File: config.mk
export PLATFORM = sky130hd
export DESIGN_NAME = serial_bcd_add_ctrl
export DESIGN_NICKNAME = d
export VERILOG_FILES = /design/src/rtl/serial_bcd_add_ctrl_pkg.sv /design/src/rtl/bcd_digit_adder.sv /design/src/rtl/serial_bcd_add_ctrl.sv
export SDC_FILE = /design/constraint.sdc
export NUM_CORES = 1
export LEC_CHECK = 0
export CAP_MARGIN = 10
export CORE_MARGIN = 5
export CORE_UTILIZATION = 45
export DETAILED_ROUTE_END_ITERATION = 6
export HOLD_SLACK_MARGIN = 0.02
export PLACE_DENSITY = 0.79
export SYNTH_ARGS = -nofsm -noshare
export SYNTH_HDL_FRONTEND = slang
export SYNTH_SLANG_ARGS = --single-unit
File: constraint.sdc
create_clock -name clk -period 4.2 [get_ports clk]
set_input_delay 0.63 -clock clk [delete_from_list [all_inputs] [get_ports clk]]
set_output_delay 0.63 -clock clk [all_outputs]
set_load 0.01 [all_outputs]
File: src/rtl/serial_bcd_add_ctrl_pkg.sv
// Shared types and constants for the digit-serial BCD adder.
package serial_bcd_add_ctrl_pkg;

  localparam int unsigned BCD_MAX_DIGIT = 9;
  localparam int unsigned BCD_RADIX     = 10;
  localparam int unsigned DIGIT_W       = 4;

  typedef enum logic [1:0] {
    IDLE = 2'd0,
    ADD  = 2'd1,
    DONE = 2'd2
  } state_t;

endpackage

File: src/rtl/bcd_digit_adder.sv
// Combinational single-digit BCD adder with decimal carry and invalid-digit flag.
module bcd_digit_adder
  import serial_bcd_add_ctrl_pkg::*;
(
  input  logic [DIGIT_W-1:0] a,
  input  logic [DIGIT_W-1:0] b,
  input  logic               ci,
  output logic [DIGIT_W-1:0] s,
  output logic               co,
  output logic               invalid
);

  logic [DIGIT_W:0] raw;

  always_comb begin
    raw     = (DIGIT_W+1)'(a) + (DIGIT_W+1)'(b) + (DIGIT_W+1)'(ci);
    s       = raw[DIGIT_W-1:0];
    co      = 1'b0;
    // Non-BCD inputs still go through the same correction path.
    if (raw > (DIGIT_W+1)'(BCD_MAX_DIGIT)) begin
      s  = DIGIT_W'(raw - (DIGIT_W+1)'(BCD_RADIX));
      co = 1'b1;
    end
    invalid = (a > DIGIT_W'(BCD_MAX_DIGIT)) || (b > DIGIT_W'(BCD_MAX_DIGIT));
  end

endmodule

File: src/rtl/serial_bcd_add_ctrl.sv
// Digit-serial packed-BCD adder: one digit per cycle, LSB first, through a
// single shared digit adder.
module serial_bcd_add_ctrl
  import serial_bcd_add_ctrl_pkg::*;
#(
  parameter int unsigned DIGITS = 4
) (
  input  logic                    clk,
  input  logic                    rst_n,
  input  logic                    start,
  input  logic [DIGIT_W*DIGITS-1:0] a,
  input  logic [DIGIT_W*DIGITS-1:0] b,
  input  logic                    cin,
  output logic                    busy,
  output logic                    done,
  output logic [DIGIT_W*DIGITS-1:0] sum,
  output logic                    cout,
  output logic                    err
);

  localparam int unsigned W     = DIGIT_W * DIGITS;
  localparam int unsigned IDX_W = (DIGITS > 1) ? $clog2(DIGITS) : 1;

  state_t             state, state_nxt;
  logic [W-1:0]       a_q, b_q;
  logic               carry_q;
  logic [IDX_W-1:0]   idx;
  logic               last;
  logic [DIGIT_W-1:0] da, db, ds;
  logic               dco, dinv;

  // Select the current operand digits.
  always_comb begin
    da   = '0;
    db   = '0;
    for (int unsigned i = 0; i < DIGITS; i++) begin
      if (idx == IDX_W'(i)) begin
        da = a_q[DIGIT_W*i +: DIGIT_W];
        db = b_q[DIGIT_W*i +: DIGIT_W];
      end
    end
    last = (idx == IDX_W'(DIGITS - 1));
  end

  bcd_digit_adder u_digit (
    .a       (da),
    .b       (db),
    .ci      (carry_q),
    .s       (ds),
    .co      (dco),
    .invalid (dinv)
  );

  always_comb begin
    state_nxt = state;
    case (state)
      IDLE:    if (start) state_nxt = ADD;
      ADD:     if (last)  state_nxt = DONE;
      DONE:    state_nxt = IDLE;
      default: state_nxt = IDLE;
    endcase
  end

  always_ff @(posedge clk) begin
    if (!rst_n) begin
      state   <= IDLE;
      busy    <= 1'b0;
      done    <= 1'b0;
      a_q     <= '0;
      b_q     <= '0;
      carry_q <= 1'b0;
      idx     <= '0;
      sum     <= '0;
      cout    <= 1'b0;
      err     <= 1'b0;
    end else begin
      state <= state_nxt;
      busy  <= (state_nxt != IDLE);
      done  <= (state_nxt == DONE);
      case (state)
        IDLE: begin
          if (start) begin
            a_q     <= a;
            b_q     <= b;
            carry_q <= cin;
            idx     <= '0;
            sum     <= '0;
            cout    <= 1'b0;
            err     <= 1'b0;
          end
        end
        ADD: begin
          for (int unsigned i = 0; i < DIGITS; i++) begin
            if (idx == IDX_W'(i)) sum[DIGIT_W*i +: DIGIT_W] <= ds;
          end
          carry_q <= dco;
          err     <= err | dinv;
          idx     <= idx + IDX_W'(1);
          if (last) begin
            cout <= dco;
            idx  <= '0;
          end
        end
        default: ;
      endcase
    end
  end

endmodule
==> Word-level counts from Yosys, hierarchy flattened <==
Cells that the tools add are included.
{ "totals": {"word_cells": 70, "rom_bits": 0, "ramBits": 0, "out_inout_bits": 20, "inputBits": 36, "regBits": 57, "latchBits": 0, "n_memories": 0} }
{ "classes": {"n_addsub": 4, "multipliers": 0, "n_shift": 0, "div": 0, "n_bitwise": 1, "mux": 28, "n_reduce_logical": 11, "magnitude_cmp": 3, "eq_ne": 10} }
{ "op_table": {"columns": ["operator", "count"], "rows": [
  ["$mux 4", 13],
  ["$pmux 16 s2", 1],
  ["$mux 16", 1],
  ["$reduce_and 3->1", 4],
  ["$ne 2x2->1 const B", 5],
  ["$gt 4x4->1 const B", 2],
  ["$mux 2", 4],
  ["$pmux 2 s2", 2],
  ["$eq 2x2->1 const B", 3],
  ["$pmux 1 s2", 3],
  ["$add 4x4->5", 1],
  ["$add 5x1->5", 1],
  ["$gt 5x4->1 const B", 1],
  ["$eq 2x1->1 const B", 2],
  ["$logic_not 2->1", 2],
  ["$mux 1", 4],
  ["$reduce_and 2->1", 2],
  ["$reduce_bool 2->1", 2],
  ["$sub 4x4->4 const B", 1],
  ["$add 2x1->2 const B", 1],
  ["$logic_or 1x1->1", 1],
  ["$or 1x1->1", 1]
]} }

==> Longest topological paths before layout <==
{ "logic_depth": {"depth_word": 11, "ltp_mapped": 17, "mapped_depth_nobuf": 15} }

==> Modules after synthesis <==
A second synthesis with hierarchy kept.
{ "hier_totals": {"hier_cells": 312, "hier_area_um2": 2666.3} }
{ "by_module_without_submodules": {"columns": ["mod", "instances", "area_each_um2", "cells_each", "seq_area_each_um2"], "rows": [
  ["serial_bcd_add_ctrl", 1, 2441.1, 287, 1141.1],
  ["bcd_digit_adder", 1, 225.2, 25, 0.0]
]} }

==> Least setup slack after synthesis <==
No wires, ideal clock.
{ "synth_timing": {"kind": "register to register", "from": "register idx[1]", "to": "register sum[14]", "n_path_buf": 2, "setup_ns": 0.074, "required_time_ns": 4.126, "arrival_ns": 3.744, "synth_period_minus_slack_ns": 3.818, "stages_incl_launch_ff": 18, "path_slack_ns": 0.382, "cell_sequence": "dfxtp_1 inv_1 ha_1 clkbuf_1 clkbuf_1 nand3b_1 a21oi_1 a21oi_1 nor2_1 a21oi_1 fa_1 fa_1 xor2_1 ha_1 a22oi_1 a311oi_4 mux2_2 o21ai_0"} }
{ "synth_via": {"elab_chain_cells": 11} }
{ "synth_lines": {"columns": ["element", "line", "text"], "rows": [
  ["from (decl)", "serial_bcd_add_ctrl.sv:27", "logic [IDX_W-1:0] idx;"],
  ["from (signal assigned)", "serial_bcd_add_ctrl.sv:98", "idx <= idx + IDX_W'(1);"],
  ["$logic_not 2->1", "serial_bcd_add_ctrl.sv:37", "if (idx == IDX_W'(i)) begin"],
  ["$mux 4 (4 in series)", "serial_bcd_add_ctrl.sv:37", null],
  ["$add 4x4->5", "bcd_digit_adder.sv:16", "raw = (DIGIT_W+1)'(a) + (DIGIT_W+1)'(b) + (DIGIT_W+1)'(ci);"],
  ["$add 5x1->5", "bcd_digit_adder.sv:16", null],
  ["$sub 4x4->4 or $gt 5x4->1 (tied branches)", "bcd_digit_adder.sv:21, bcd_digit_adder.sv:20", null],
  ["$mux 4", "bcd_digit_adder.sv:20", "if (raw > (DIGIT_W+1)'(BCD_MAX_DIGIT)) begin"],
  ["$mux 4", "serial_bcd_add_ctrl.sv:94", "if (idx == IDX_W'(i)) sum[DIGIT_W*i +: DIGIT_W] <= ds;"],
  ["$pmux 16 s2", "serial_bcd_add_ctrl.sv:80", "case (state)"],
  ["to (signal, indexed assignment)", "serial_bcd_add_ctrl.sv:94", null],
  ["to (decl)", "serial_bcd_add_ctrl.sv:16", "output logic [DIGIT_W*DIGITS-1:0] sum,"]
]} }
Several ways; a longest one is shown, not always the timed one. The select of a mux whose other input is x is not followed.
A chain may end at the register's enable or synchronous reset.

==> Worst setup path after layout <==
{ "layout_timing": {"from": "register idx[1]", "to": "register sum[2]"} }
{ "layout_via": {"elab_chain_cells": 11} }
{ "layout_lines": {"columns": ["element", "line"], "rows": [
  ["$logic_not 2->1", "serial_bcd_add_ctrl.sv:37, serial_bcd_add_ctrl.sv:94"],
  ["$mux 4 (4 in series)", "serial_bcd_add_ctrl.sv:37"],
  ["$add 4x4->5", "bcd_digit_adder.sv:16"],
  ["$add 5x1->5", "bcd_digit_adder.sv:16"],
  ["$sub 4x4->4 or $gt 5x4->1 (tied branches)", "bcd_digit_adder.sv:21, bcd_digit_adder.sv:20"],
  ["$mux 4", "bcd_digit_adder.sv:20"],
  ["$mux 4", "serial_bcd_add_ctrl.sv:94"],
  ["$pmux 16 s2", "serial_bcd_add_ctrl.sv:80"]
]} }
Several ways; a longest one is shown, not always the timed one. The select of a mux whose other input is x is not followed.

==> impl_metrics.toml <==
[yosys]
synth_fp_nets = 388
yosys_register_bits = 57
synth.area.top_cells = "dfxtp_1 42%, nand2_1 11%, a21boi_0 9.6%"
ys_types = 35
yosysTopAreaCellShare_pct = 41.6
syn_area_per_cell_sq_um = 8.02
synth_area_sq_um = 2740
ys_warn_count = 0
synthCells = 342
ys_seq_area_share_pct = 41.6
yosysTopAreaCell = "dfxtp_1"

[finish]
area_growth_pct = 27.7
final_common_cell = "nand2_1"
utilization_pct = 59.2
final_nets = 435
final_cells = 469
final_cell_area_sq_um = 3500
nFillCells = 563
drive_gt1_share_pct = 7.87
insertedDiodeCount = 0
most-common-layout-cells = "84 x nand2_1, 57 x dfxtp_1, 55 x clkdlybuf4s50_1, 35 x a21boi_0, 21 x o21ai_0"

[worst_setup_path]
crit_path_max_fanout = 11
crit_family = "adder cells"
slowest_stage = "fa_1"
critical_path_arrival_ps = 4090
start_kind = "register"
path_buf_inv = 1
crit_type = "register to register"
required_ps = 4460
crit_top_cell = "a21oi_1"
crit_path_cell_trace = "inv_1 > ha_2 > nand3b_1 > a21oi_1 > a21oi_1 > nor2_1 > a21oi_1 > fa_1 > fa_1 > xor2_2 > ha_1 > a22oi_1 > a311oi_4 > mux2_2 > o21ai_0"
end_kind = "register"
crit_path_max_incr_delay_ps = 500

[routing]
vias = 2423
via_per_inst = 5.17
wl_um = 6470
first_pass_iters = 4
antenna_left = 0
wl_per_cell_um = 13.8
drtIter0Drc = 95
drc_errors = 0

[pwr]
totalPowerFinal_mw = 1.23
ir_drop_uv = 178
powerDensity_nw_per_um2 = 350
cellLeakagePower_nw = 1.35

[die]
core_sq_um = 5920
die_area_sq_um = 7760
start_util_pct = 46.3
rows = 28
die_x_um = 88.1
die_h_um = 88.1
io_pins = 56

[clock_tree]
numCtsBuffers = 9
holdBufCountCts = 0
htreeDepth = 3
root_buffer = "clkbuf_8"
clkSinkCount = 57
cts_buffer_depth = 2
post_cts_buffers = 0
cts.repair.resized = 0
cts_tree = "built"
insertion_delay_ps = 340
clk_transition_reported_paths_ps = 60

[global_route]
gr-total-overflow = 0
grtUsageTotal_pct = 18.2
grt_first_pass_wirelength_um = 10800
grt_max_degree = 37
antenna_found_initial = 0
grt_pass1_vias = 2382

[sta]
max-slew-margin-rel_pct = 33.6
tns_ps = 0
period_needed_ps = 3830
finalWorstSetupSlack_ps = 374
slew_viol_final = 0
rsz0062_at_grt = "false"
worst_pin_slew_ps = 995
fmax_mhz = 261
skew_ps = 6.85
hold_viol = 0
period_share_pct = 91.1
finalSetupViolations = 0
hold_ws_ps = 458

[placement]
post_dp_cell_area_sq_um = 3340
dp.cells = 453
hpwl_um = 4850
io_buffers = 55
place_congestion = 0.819
dpl_worst_slack_ps = 203

[status]
outcome = "finished clean"

[flow_run]
cap_violations = 0

[worst_hold_path]
hold_class = "register to register"
==> where the power goes <==
part           total [mW]  switching (mW)  internal (mW)
clock network       0.416           0.206          0.210
logic               0.224           0.115          0.110
registers           0.587          0.0181          0.569
==> worst min-delay path: stages, from the launching register on <==
cell and delay [ps]:
dfxtp_1 300, nand2_1 50, a21boi_0 60
==> cells in the mapped netlist <==
| cell type | number |
|---|---|
| o21ai_0 | 21 |
| or3_4 | 1 |
| mux2_2 | 2 |
| nand2_1 | 84 |
| a221oi_1 | 1 |
| a22oi_1 | 5 |
| o31ai_1 | 6 |
| a21bo_2 | 1 |
| nor2_1 | 9 |
| and3b_1 | 3 |
| o21a_1 | 1 |
| ha_1 | 8 |
| xnor2_1 | 1 |
| clkbuf_1 | 23 |
| nand2b_1 | 2 |
| and3_1 | 1 |
| nor3_1 | 2 |
| a21boi_0 | 35 |
| fa_1 | 2 |
| or3_1 | 1 |
| a311oi_4 | 1 |
| xor2_1 | 1 |
| nor2b_1 | 6 |
| a22o_1 | 1 |
| dfxtp_1 | 57 |
| a31oi_1 | 3 |
| nand3b_1 | 3 |
| o221ai_1 | 1 |
| or2_2 | 5 |
| mux2i_1 | 2 |
| inv_1 | 15 |
| a21o_1 | 5 |
| a21oi_1 | 16 |
| and2_1 | 4 |
| nand3_1 | 13 |
==> cells by family after synthesis <==
| group | count (synthesis) | share of synthesized area, % |
|---|---|---|
| compound gates | 97 | 23.9 |
| xor+xnor | 2 | 0.639 |
| fa+ha+maj | 10 | 5.11 |
| buf+inv | 38 | 5.20 |
| flops | 57 | 41.6 |
| mux | 4 | 1.55 |
| simple gates | 134 | 22.0 |
==> area by class of cell <==
type	count	area [sq um]	share of cell area (%)
flip-flops and latches	57	1140	32.6
multi-input cells	247	1480	42.2
repair buffers	59	581	16.6
well taps	75	93.8	2.68
clock buffers	12	135	3.86
inverters	15	56.3	1.61
clock inverters	4	20.0	0.571
==> state kept, by name, summed over array words and instances, names as in the netlist <==
signal   count
a_q         16
b_q         16
busy         1
carry_q      1
cout         1
done         1
err          1
idx          2
state        2
sum         16
==> per-layer routing <==
metal	global-route usage, %	vias to the layer above	routed length, um
met2	30.5	58	3130
li1	-	1246	-
met5	0	-	0
met4	10.6	0	176
met1	21.3	1101	2830
met3	3.95	18	338
==> path summary, 6_finish.rpt <==
| check | startpoint | to | slack, ps | depth (start not counted) |
|---|---|---|---|---|
| worst min-delay path | a_q[11] | a_q[11] | 460 | 2 |
| worst max-delay path | idx[1] | sum[2] | 370 | 15 |
| worst max register to register | idx[1] | sum[2] | 370 | 15 |
| worst min register to register | a_q[11] | a_q[11] | 460 | 2 |
Note: power is estimated with default switching activity, not from simulation.
